[src/rtl/resp_fifo_sched.sv]
// rtl/resp_fifo_sched.sv - response scheduler: ALU/RegFile result slots arbitrated into the TX FIFO write port
module resp_fifo_sched #(
    parameter int DATA_WIDTH = 8,
    parameter int ALU_WIDTH  = 2 * DATA_WIDTH,
    parameter bit LSB_FIRST  = 1'b1
) (
    input  logic                  CLK,
    input  logic                  RST,
    input  logic [ALU_WIDTH-1:0]  ALU_OUT,
    input  logic                  ALU_OUT_Valid,
    input  logic [DATA_WIDTH-1:0] RdData,
    input  logic                  RdData_Valid,
    input  logic                  FIFO_FULL,
    output logic [DATA_WIDTH-1:0] FIFO_WrData,
    output logic                  FIFO_WrInc,
    output logic                  busy,
    output logic                  drop_err
);

    typedef enum logic [1:0] {
        IDLE        = 2'd0,
        SEND_REG    = 2'd1,
        SEND_ALU_B0 = 2'd2,
        SEND_ALU_B1 = 2'd3
    } state_t;

    state_t                  state_q, state_d;
    logic [ALU_WIDTH-1:0]    alu_data_q, alu_data_d;
    logic                    alu_pend_q, alu_pend_d;
    logic [DATA_WIDTH-1:0]   reg_data_q, reg_data_d;
    logic                    reg_pend_q, reg_pend_d;
    logic                    last_grant_alu_q, last_grant_alu_d;
    logic                    drop_err_q, drop_err_d;

    logic                    reg_free;
    logic                    alu_free;
    logic [DATA_WIDTH-1:0]   alu_lo;
    logic [DATA_WIDTH-1:0]   alu_hi;

    assign alu_lo   = alu_data_q[DATA_WIDTH-1:0];
    assign alu_hi   = alu_data_q[2*DATA_WIDTH-1:DATA_WIDTH];
    assign reg_free = (state_q == SEND_REG)    && !FIFO_FULL;
    assign alu_free = (state_q == SEND_ALU_B1) && !FIFO_FULL;

    always_comb begin
        state_d          = state_q;
        last_grant_alu_d = last_grant_alu_q;
        case (state_q)
            IDLE: begin
                // last_grant only moves when a genuine tie is arbitrated
                if (reg_pend_q && alu_pend_q) begin
                    if (last_grant_alu_q) begin
                        state_d          = SEND_REG;
                        last_grant_alu_d = 1'b0;
                    end else begin
                        state_d          = SEND_ALU_B0;
                        last_grant_alu_d = 1'b1;
                    end
                end else if (reg_pend_q) begin
                    state_d = SEND_REG;
                end else if (alu_pend_q) begin
                    state_d = SEND_ALU_B0;
                end
            end
            SEND_REG:    if (!FIFO_FULL) state_d = IDLE;
            SEND_ALU_B0: if (!FIFO_FULL) state_d = SEND_ALU_B1;
            SEND_ALU_B1: if (!FIFO_FULL) state_d = IDLE;
            default:     state_d = IDLE;
        endcase
    end

    // A slot accepts a new strobe when empty or when its last byte leaves this cycle
    always_comb begin
        reg_data_d = reg_data_q;
        reg_pend_d = reg_pend_q;
        alu_data_d = alu_data_q;
        alu_pend_d = alu_pend_q;
        drop_err_d = 1'b0;

        if (reg_free) reg_pend_d = 1'b0;
        if (alu_free) alu_pend_d = 1'b0;

        if (RdData_Valid) begin
            if (!reg_pend_q || reg_free) begin
                reg_data_d = RdData;
                reg_pend_d = 1'b1;
            end else begin
                drop_err_d = 1'b1;
            end
        end

        if (ALU_OUT_Valid) begin
            if (!alu_pend_q || alu_free) begin
                alu_data_d = ALU_OUT;
                alu_pend_d = 1'b1;
            end else begin
                drop_err_d = 1'b1;
            end
        end
    end

    always_comb begin
        FIFO_WrData = '0;
        case (state_q)
            SEND_REG:    FIFO_WrData = reg_data_q;
            SEND_ALU_B0: FIFO_WrData = LSB_FIRST ? alu_lo : alu_hi;
            SEND_ALU_B1: FIFO_WrData = LSB_FIRST ? alu_hi : alu_lo;
            default:     FIFO_WrData = '0;
        endcase
    end

    assign FIFO_WrInc = (state_q != IDLE) && !FIFO_FULL;
    assign busy       = (state_q != IDLE) || alu_pend_q || reg_pend_q;
    assign drop_err   = drop_err_q;

    always_ff @(posedge CLK) begin
        if (RST) begin
            state_q          <= IDLE;
            alu_data_q       <= '0;
            alu_pend_q       <= 1'b0;
            reg_data_q       <= '0;
            reg_pend_q       <= 1'b0;
            last_grant_alu_q <= 1'b1;
            drop_err_q       <= 1'b0;
        end else begin
            state_q          <= state_d;
            alu_data_q       <= alu_data_d;
            alu_pend_q       <= alu_pend_d;
            reg_data_q       <= reg_data_d;
            reg_pend_q       <= reg_pend_d;
            last_grant_alu_q <= last_grant_alu_d;
            drop_err_q       <= drop_err_d;
        end
    end

endmodule

[config.mk]
export PLATFORM = sky130hd
export DESIGN_NAME = resp_fifo_sched
export DESIGN_NICKNAME = d
export VERILOG_FILES = /design/src/rtl/resp_fifo_sched.sv
export SDC_FILE = /design/constraint.sdc
export NUM_CORES = 1
export LEC_CHECK = 0
export BUFFER_PORTS_ARGS = -buffer_cell sky130_fd_sc_hd__buf_2
export CAP_MARGIN = 25
export CELL_PAD_IN_SITES_DETAIL_PLACEMENT = 1
export CELL_PAD_IN_SITES_GLOBAL_PLACEMENT = 2
export CORE_MARGIN = 2
export CORE_UTILIZATION = 31
export CTS_CLUSTER_DIAMETER = 100
export DETAILED_ROUTE_END_ITERATION = 16
export HOLD_SLACK_MARGIN = 0.1
export PLACE_DENSITY_LB_ADDON = 0.1
export SETUP_SLACK_MARGIN = 0.4
export SLEW_MARGIN = 20
export SYNTH_ARGS = -nofsm -noshare
export SYNTH_HDL_FRONTEND = slang
export SYNTH_SLANG_ARGS = --single-unit
[constraint.sdc]
create_clock -name CLK -period 1.8 [get_ports CLK]
set_input_delay 0.09 -clock CLK [delete_from_list [all_inputs] [get_ports CLK]]
set_output_delay 0.09 -clock CLK [all_outputs]
set_load 0.03 [all_outputs]
==> metrics.md <==
| Metric | Value |
|---|---|
| Initial core utilization | roughly a third |
| Final ANT Viol Nets | 0 |
| DRC viols | 0 |
| Max-Cap Viols | 0 |
| GP Congestion | about 0.76 |
| Post-synth net total | 197 |
| Final WL | between 4000 and 5000 µm |
| Setup violators final | 0 |
| Total Die Area | 5550 µm² |
| Layout cell share with drive strength beyond 1 | around a third |
| #FFs+latches synth | 30 |
| WL per Instance | around 14 µm |
| Buf/Inv on CP | 3 |
| Grt total ovfl | 0 |
| Clk root buf | clkbuf_8 |
| Hold Violations, Final | 0 |
| Row cnt | 25 |
| Critical-path maximum fanout | 8 |
| Die H | between 70 and 80 µm |
| Layout Skew | approximately 0.0067 ns |
| Fin nets | 270 |
| Total number of vias | approximately 1400 |
| Critical Path End Type | register |
| Final min period | approximately 1.5 ns |
| Crit-path slowest cell | dfxtp_4 |
| H-tree Lvls | 2 |
| Clock slew at reported path FFs | ~0.06 ns |
| Via-to-Cell Ratio | 4.56 |
| Hold slack | between 0.2 and 0.3 ns |
| Syn avg cell area | roughly 9 µm² |
| Arrival time of the worst setup path | ~1.7 ns |
| Post-synthesis sequential area ratio | between 30% and 40% |
| Sink Count | 30 |
| Largest stage delay, worst path | between 0.3 and 0.4 ns |
| PortBufs | 39 |
| Post-route setup slack | ~0.34 ns |
| Top cell type's share of synthesized area | between 30% and 40% |
| Hold/Removal Path Class | input pin to register |
| DP HPWL | ~2600 µm |
| Status | complete, no violations |
| Power density over the cells | ~730 nW/µm² |
| Max-slew violations | 0 |
| Slew at the pin closest to its max-slew limit | between 0.7 and 0.8 ns |
| DR iter-0 viols | 53 |
| Total negative slack | 0 ns |
| Total Routing Usage GR | between 10% and 20% |
| Slew HR | between 50% and 60% |
| Distinct cell type count after synthesis | 25 |
| Place WS | 0.379 ns |
| Critical path type | register to register |
| VDD IR max | slightly above 0.0004 V |
| Period Utilization, post-route | between 80% and 90% |
| DIE WIDTH | 74.5 µm |
| Largest net degree at the start of global routing | 55 |
| CP required | 2.01 ns |
| Leak | 0.000975 µW |
| Vias in the first global route | approximately 1500 |
| Number of CTS-inserted buffers | 5 |
| Top delay family on crit path | buffers and inverters |
| Initial antenna violation count | 0 |
| Clock Tree Buf Depth | 2 |
| Initial DRT Pass Iterations | 4 |
| Critical path, cell by cell | buf_8 > buf_6 > nand3b_1 > a21boi_4 > clkbuf_16 > mux2i_1 |
| CTS tree | yes |
| Peak Freq | 685 MHz |
| Global-route wire length before repair | 6570 µm |
| RSZ-0062 raised after global routing | true |
| Post-synth top area cell | dfxtp_1 |
| Startpoint Class | register |
| Num ports | 40 |
| Clock Latency Late Sink | about 0.28 ns |
| Layout overhead on the synthesized area | 53.9% |
| Core area | 4750 µm² |
| Mapped cell area | 1540 µm² |
| Mapped Cells | between 150 and 200 |
| Top cells by area, synth | dfxtp_1 39%, mux2i_1 21%, nand2b_1 20% |
| Fill cells | 553 |
| Synth warn | 0 |
| Number of diodes | 0 |
synth_stat cells:
library cell / number
a21oi_1: 3
a21boi_1: 1
a311oi_1: 1
o21ai_1: 9
nand3_1: 2
buf_2: 1
nand4_1: 1
nand2_1: 9
inv_1: 1
nor2_1: 5
a21boi_2: 1
buf_6: 2
nand3b_1: 1
a211oi_1: 1
a31o_1: 1
nand2b_1: 49
clkbuf_1: 8
a22oi_1: 1
mux2i_1: 32
nor2b_1: 4
or3b_4: 1
a21o_1: 1
dfxtp_1: 30
buf_4: 2
nor3_1: 1
cell type report:
type	instances	area, µm²	area share [%]
Multi-Input combinational cell	124	938	39.6
Tap cell	67	83.8	3.54
Sequential cell	30	608	25.6
Inverter	1	7.51	0.317
Timing Repair Buffer	79	657	27.7
Clock buffer	7	76.3	3.22
path summary, 6_finish.rpt:
path	startpoint	to	slack, ns	cells past startpoint
hold / removal	FIFO_FULL	state_q[0]	0.25	3
hold reg to reg	alu_data_q[3]	alu_data_q[3]	0.48	2
setup / recovery	state_q[0]	alu_data_q[13]	0.34	6
setup reg to reg	state_q[0]	alu_data_q[13]	0.34	6
flip-flops by register name, summed over array words and instances (netlist names):
register / count
alu_data_q: 16
drop_err: 1
alu_pend_q: 1
reg_pend_q: 1
last_grant_alu_q: 1
state_q: 2
reg_data_q: 8
logic make-up (layout without fill, tap and decap cells):
| family | count (synthesis) | after routing | share of synthesized area [%] |
|---|---|---|---|
| buf+inv | 14 | 87 | 4.95 |
| flops | 30 | 30 | 39.0 |
| compound gates | 19 | 19 | 7.72 |
| simple gates | 73 | 73 | 27.5 |
| mux | 32 | 32 | 20.8 |
repair_timing:
action,4_1_cts,5_1_grt
endpoints found under the hold margin,26,0
pin swaps,1,4
buffers inserted,3,5
cloned,0,1
resized for setup,13,34
setup endpoints to repair,29,34
hold buffers,26,0
worst reg2reg max path, delay by kind of cell, from the launching register on:
kind            cells  cell delay, ns
buf+inv             3            0.43
compound gates      1            0.25
flops               1            0.37
simple gates        1            0.16
mux                 1            0.18
through the flow:
stage	power, µW	instances	area, µm²	utilization, %
after floorplan	983	168	1540	-
after global placement	1080	266	1800	37.9
after detailed placement	1090	266	1800	37.9
after CTS	1680	302	2190	46.2
after global routing	1830	308	2370	49.9
final	1730	308	2370	49.9
layer usage:
| metal | routed length [µm] | share of wire, % | up-vias | global-route usage (%) |
|---|---|---|---|---|
| li1 | - | - | 702 | - |
| met2 | 2260 | 52 | 23 | 28.7 |
| met1 | 1880 | 44 | 675 | 18.0 |
| met3 | 115 | 2.7 | 6 | 4.88 |
| met5 | 0 | 0 | - | 0 |
| met4 | 57 | 1.3 | 0 | 5.36 |
cells in the final DEF, fill, tap and decap left out, drive strengths merged, types with 2 or more instances in the layout:
cell type / count
a21boi: 2
a21oi: 3
buf: 51
clkbuf: 9
dfxtp: 30
dlygate4sd3: 26
mux2i: 32
nand2: 9
nand2b: 49
nand3: 2
nor2: 5
nor2b: 4
o21ai: 9
report_power, final:
part	internal [µW]	switching [µW]
clock network	266	241
registers	714	42.5
logic	248	216
Power figures use the tool's default switching activity.
